`src/rtl/prog_loader_pkg.sv`:
```
// Shared types and constants for the program loader.
// Loader states plus word and byte sizing.
package prog_loader_pkg;

  localparam int MAX_WORDS = 64;
  localparam int BYTE_W    = 8;

  typedef enum logic [2:0] {
    S_IDLE,
    S_COUNT,
    S_HI,
    S_LO,
    S_WRITE,
    S_CHK,
    S_DONE,
    S_ERR
  } state_t;

endpackage

```
`src/rtl/loader_cksum.sv`:
```
// Running XOR over every framed byte of a load.
// Cleared when a load starts, advanced on each covered byte.
module loader_cksum
  import prog_loader_pkg::*;
(
  input  logic              clk,
  input  logic              rst,
  input  logic              i_clr,
  input  logic              i_en,
  input  logic [BYTE_W-1:0] i_byte,
  output logic [BYTE_W-1:0] o_sum
);

  logic [BYTE_W-1:0] r_sum;

  always_ff @(posedge clk or negedge rst) begin
    if (!rst)
      r_sum <= '0;
    else if (i_clr)
      r_sum <= '0;
    else if (i_en)
      r_sum <= r_sum ^ i_byte;
  end

  assign o_sum = r_sum;

endmodule

```
`src/rtl/prog_loader.sv`:
```
// Byte-stream program loader for the 64x16 processor memory.
// Define PROG_LOADER_CHECKSUM_EN to require a trailing XOR byte.
module prog_loader
  import prog_loader_pkg::*;
#(
  parameter int ADRS_W = 6,
  parameter int DATA_W = 16
) (
  input  logic              clk,
  input  logic              rst,
  input  logic              start,
  input  logic              rx_valid,
  input  logic [BYTE_W-1:0] rx_data,
  output logic              rx_ready,
  output logic              mem_we,
  output logic [ADRS_W-1:0] mem_adrs,
  output logic [DATA_W-1:0] mem_din,
  output logic              cpu_hold,
  output logic              busy,
  output logic              done,
  output logic              err
);

  localparam int CNT_W = $clog2(MAX_WORDS) + 1;

  state_t            r_state;
  state_t            w_next;
  logic [CNT_W-1:0]  r_cnt;
  logic [CNT_W-1:0]  r_wcnt;
  logic [ADRS_W-1:0] r_adrs;
  logic [DATA_W-1:0] r_din;
  logic              r_hold;
  logic              r_busy;
  logic              r_done;
  logic              r_err;
  logic              w_acc;
  logic              w_cnt_ok;
  logic              w_last;
  logic              w_go;

  assign w_go     = (r_state == S_IDLE) && start;
  assign w_acc    = rx_valid && rx_ready;
  assign w_cnt_ok = (rx_data != '0) &&
                    (rx_data <= BYTE_W'(MAX_WORDS));
  assign w_last   = (r_wcnt + CNT_W'(1)) == r_cnt;

`ifdef PROG_LOADER_CHECKSUM_EN
  logic [BYTE_W-1:0] w_sum;
  logic              w_ck_en;

  // The checksum byte itself is compared, not accumulated.
  assign w_ck_en = w_acc && (r_state != S_CHK);

  loader_cksum u_cksum (
    .clk    (clk),
    .rst    (rst),
    .i_clr  (w_go),
    .i_en   (w_ck_en),
    .i_byte (rx_data),
    .o_sum  (w_sum)
  );

  assign rx_ready = (r_state == S_COUNT) || (r_state == S_HI) ||
                    (r_state == S_LO)    || (r_state == S_CHK);
`else
  assign rx_ready = (r_state == S_COUNT) || (r_state == S_HI) ||
                    (r_state == S_LO);
`endif

  always_comb begin
    w_next = r_state;
    unique case (r_state)
      S_IDLE:  if (start) w_next = S_COUNT;
      S_COUNT: if (w_acc) w_next = w_cnt_ok ? S_HI : S_ERR;
      S_HI:    if (w_acc) w_next = S_LO;
      S_LO:    if (w_acc) w_next = S_WRITE;
`ifdef PROG_LOADER_CHECKSUM_EN
      S_WRITE: w_next = w_last ? S_CHK : S_HI;
      S_CHK:   if (w_acc) w_next = (rx_data == w_sum) ? S_DONE : S_ERR;
`else
      S_WRITE: w_next = w_last ? S_DONE : S_HI;
`endif
      S_DONE:  w_next = S_IDLE;
      S_ERR:   w_next = S_IDLE;
      default: w_next = S_IDLE;
    endcase
  end

  always_ff @(posedge clk or negedge rst) begin
    if (!rst) begin
      r_state <= S_IDLE;
      r_cnt   <= '0;
      r_wcnt  <= '0;
      r_adrs  <= '0;
      r_din   <= '0;
      r_hold  <= 1'b0;
      r_busy  <= 1'b0;
      r_done  <= 1'b0;
      r_err   <= 1'b0;
    end else begin
      r_state <= w_next;
      case (r_state)
        S_IDLE: if (start) begin
          r_hold <= 1'b1;
          r_busy <= 1'b1;
          r_done <= 1'b0;
          r_err  <= 1'b0;
          r_adrs <= '0;
          r_wcnt <= '0;
        end
        S_COUNT: if (w_acc) r_cnt <= rx_data[CNT_W-1:0];
        S_HI: if (w_acc) r_din[DATA_W-1 -: BYTE_W] <= rx_data;
        S_LO: if (w_acc) r_din[BYTE_W-1:0] <= rx_data;
        S_WRITE: begin
          r_wcnt <= r_wcnt + CNT_W'(1);
          // Last address is kept so it is visible after the load.
          if (!w_last) r_adrs <= r_adrs + ADRS_W'(1);
        end
        S_DONE: begin
          r_hold <= 1'b0;
          r_busy <= 1'b0;
          r_done <= 1'b1;
        end
        S_ERR: begin
          r_hold <= 1'b0;
          r_busy <= 1'b0;
          r_err  <= 1'b1;
        end
        default: ;
      endcase
    end
  end

  assign mem_we   = (r_state == S_WRITE);
  assign mem_adrs = r_adrs;
  assign mem_din  = r_din;
  assign cpu_hold = r_hold;
  assign busy     = r_busy;
  assign done     = r_done;
  assign err      = r_err;

endmodule

```
`config.mk`:
```
export PLATFORM = sky130hd
export DESIGN_NAME = prog_loader
export DESIGN_NICKNAME = d
export VERILOG_FILES = /design/src/rtl/prog_loader_pkg.sv /design/src/rtl/loader_cksum.sv /design/src/rtl/prog_loader.sv
export SDC_FILE = /design/constraint.sdc
export NUM_CORES = 1
export LEC_CHECK = 0
export BUFFER_PORTS_ARGS = -buffer_cell sky130_fd_sc_hd__buf_2
export CORE_MARGIN = 3
export CORE_UTILIZATION = 25
export DETAILED_ROUTE_END_ITERATION = 10
export SLEW_MARGIN = 10
export SYNTH_ARGS = -nofsm -noshare
export SYNTH_HDL_FRONTEND = slang
export SYNTH_SLANG_ARGS = --single-unit
```
`constraint.sdc`:
```
create_clock -name clk -period 3.3 [get_ports clk]
set_input_delay 0.66 -clock clk [delete_from_list [all_inputs] [get_ports clk]]
set_output_delay 0.66 -clock clk [all_outputs]
set_load 0.02 [all_outputs]
```
==> results.cfg <==
[status]
outcome = completed

[floorplanning]
die_area_um2 = 9219
initial_core_util = 0.2595
pin_count = 40
num_rows = 32
core-area_um2 = 7807
dieWidth_um = 96.02
die_h_um = 96.02

[detailed_routing]
drc = 0
wl_per_cell_um = 13.37
via_count = 1508
first_pass_iters = 4
drtIter0Drc = 111
routed_via_density = 4.654
wl_um = 4333
antenna_left = 0

[cts]
h-tree-depth = 2
cts.sinks = 42
cts_made_buffers = 5
cts_buffer_depth = 2
post-cts-setup-buffers = 0
tritoncts = done
clkTransAtPathRegs_ns = 0.09
cts-root-buf = clkbuf_8
cts_hold_buf = 0
clock_latency_ns = 0.29
ctsResizeCount = 0

[cells_and_area]
drive_above_1_share = 0.3378
nets = 235
postLayoutCellArea_um2 = 2431
antennaDiodeCount = 0
area_delta_synth_final_pct = 20.01

[global_routing]
grt.total_usage = 0.1006
antenna_found_initial = 0
grt_pass1_vias = 1475
grt_max_degree = 43
grt_pass1_wl_um = 7141
gr-total-overflow = 0

[timing]
period_share = 0.7629
hold_violations = 0
max_freq_mhz = 397.2
skew_ns = 0.005271
min_period_ns = 2.517
grt_setup_unrepaired = false
relSlewSlack = 0.3717
slew_viol_final = 0
worst_pin_slew_ns = 0.9424
setup_viol = 0
finalSetupTns_ns = 0

[worst_setup_path]
worst_path_max_delay_cell = dfrtp_1
path_max_fanout = 13
required_ns = 2.64
critPathKind = reg -> out
worstPathArrival_ns = 1.86
cp-start-kind = register
cp_slowest_stage_delay_ns = 0.48
crit_path_cell_trace = nor2_1 > nand2_1 > inv_2 > buf_2
end_kind = primary output

[synthesis]
netlist_area_um2 = 2026
synth-seq-area-share = 0.5188
synthTopCellsByArea = dfrtp_1 52%, mux2_2 12%, o21ai_0 3.5%
ys_async_sr_fraction = 1.000
syn_avg_cell_area_um2 = 11.13
synth_edf_count = 0
ys.flop_type = dfrtp_1
yosysTopAreaCellShare = 0.5188
synthTopCellsByCount = 42 x dfrtp_1, 22 x mux2_2, 14 x o21ai_0, 12 x nand2_1, 10 x nor2_1
synth_cell_types = 42
netlist_instances = 182
synth_top_area_cell = dfrtp_1
yosys_warnings = 0
synth_fp_nets = 196
synth.most_common_cell = dfrtp_1
ys_seq_elements = 42

[pwr]
ir_drop_v = 0.0004419
power.leakage_nw = 1.087
pwr_density_cell_nw_per_um2 = 906.4

[placed_design]
gp_congestion = 0.7638
portBuffers = 39
place_hpwl_um = 3184
place_area_um2 = 2318

[min_path]
min_path_type = reg -> reg

[flow_run]
max_cap_violations = 0
-- critical path, delay by kind of cell (launching register included) --
| kind | cells | cell delay, ns |
|---|---|---|
| buffers and inverters | 2 | 0.48 |
| flip-flops | 1 | 0.48 |
| AND/OR/NAND/NOR | 2 | 0.61 |
-- report_power, final --
part | switching, W | internal [W] | total (W)
clock | 0.000185 | 0.000227 | 0.000412
combinational | 0.000505 | 0.000394 | 0.000899
sequential | 0.000176 | 0.000716 | 0.000892
total | 0.000866 | 0.00134 | 0.00220
-- kinds of logic (layout without fill, tap and decap cells) --
kind of cell | Yosys count | count (layout) | share of synthesized area
multiplexers | 26 | 26 | 0.1421
AND/OR/NAND/NOR | 52 | 52 | 0.1421
buffers and inverters | 12 | 52 | 0.02409
adder cells (fa/ha/maj) | 2 | 2 | 0.01235
flip-flops | 42 | 42 | 0.5188
XOR/XNOR | 9 | 9 | 0.03892
AO/OA/AOI/OAI | 39 | 39 | 0.1217
-- cell type report --
type / count / area [um2]
Clock buffer: 5 / 68.82
Clock inverter: 3 / 43.79
Fill cell: 814 / 5376
Inverter: 5 / 18.77
Multi-Input combinational cell: 128 / 925.9
Sequential cell: 42 / 1051
Tap cell: 102 / 127.6
Timing Repair Buffer: 39 / 195.2
-- layer usage --
layer / global-route usage / up-vias / wire (um) / part of all wire
met5: 0 / - / 0 / 0
met2: 0.1610 / 37 / 2023 / 0.47
met4: 0.03199 / 0 / 29 / 0.0067
li1: - / 743 / - / -
met3: 0.02737 / 2 / 228 / 0.053
met1: 0.1316 / 726 / 2052 / 0.47
-- worst paths after layout --
path                              from     endpoint  slack [ns]  depth (start not counted)
max reg2reg                  r_wcnt[0]  mem_adrs[1]        1.17                          7
min reg2reg                mem_adrs[4]  mem_adrs[4]        0.50                          1
max in group asynchronous          rst         done        2.20                          1
max                         r_state[0]       mem_we        0.78                          4
min                        mem_adrs[4]  mem_adrs[4]        0.50                          1
min in group asynchronous          rst   r_state[0]        0.51                          1
-- cells in the final DEF, fill, tap and decap left out, drive strengths merged, types with 2 or more instances in the layout --
master	n
o21ai	16
clkbuf	5
dfrtp	42
nand3	10
nand2	12
mux2i	4
and3	5
nand2b	2
o31ai	3
buf	39
inv	6
nor2	10
mux2	22
nor3	4
ha	2
xor2	2
xnor2	7
and4	2
a21oi	9
-- metrics by stage --
step,instances,hold WS [ns],power [W],util,worst slack [ns]
detailed placement,316,0.4835,0.001816,0.2970,1.106
CTS,324,0.5041,0.002238,0.3114,0.7741
floorplan,182,0.3644,0.001544,-,1.374
global route,324,0.5254,0.002363,0.3114,0.6404
global placement,316,0.4595,0.001798,0.2970,1.151
finish,324,0.4977,0.002204,0.3114,0.7825
-- state kept, by name, summed over array words and instances (netlist names) --
register	flops
r_state	3
err	1
mem_din	16
done	1
mem_adrs	6
r_wcnt	7
busy	1
r_cnt	7
Note: power is estimated with default switching activity, not from simulation.
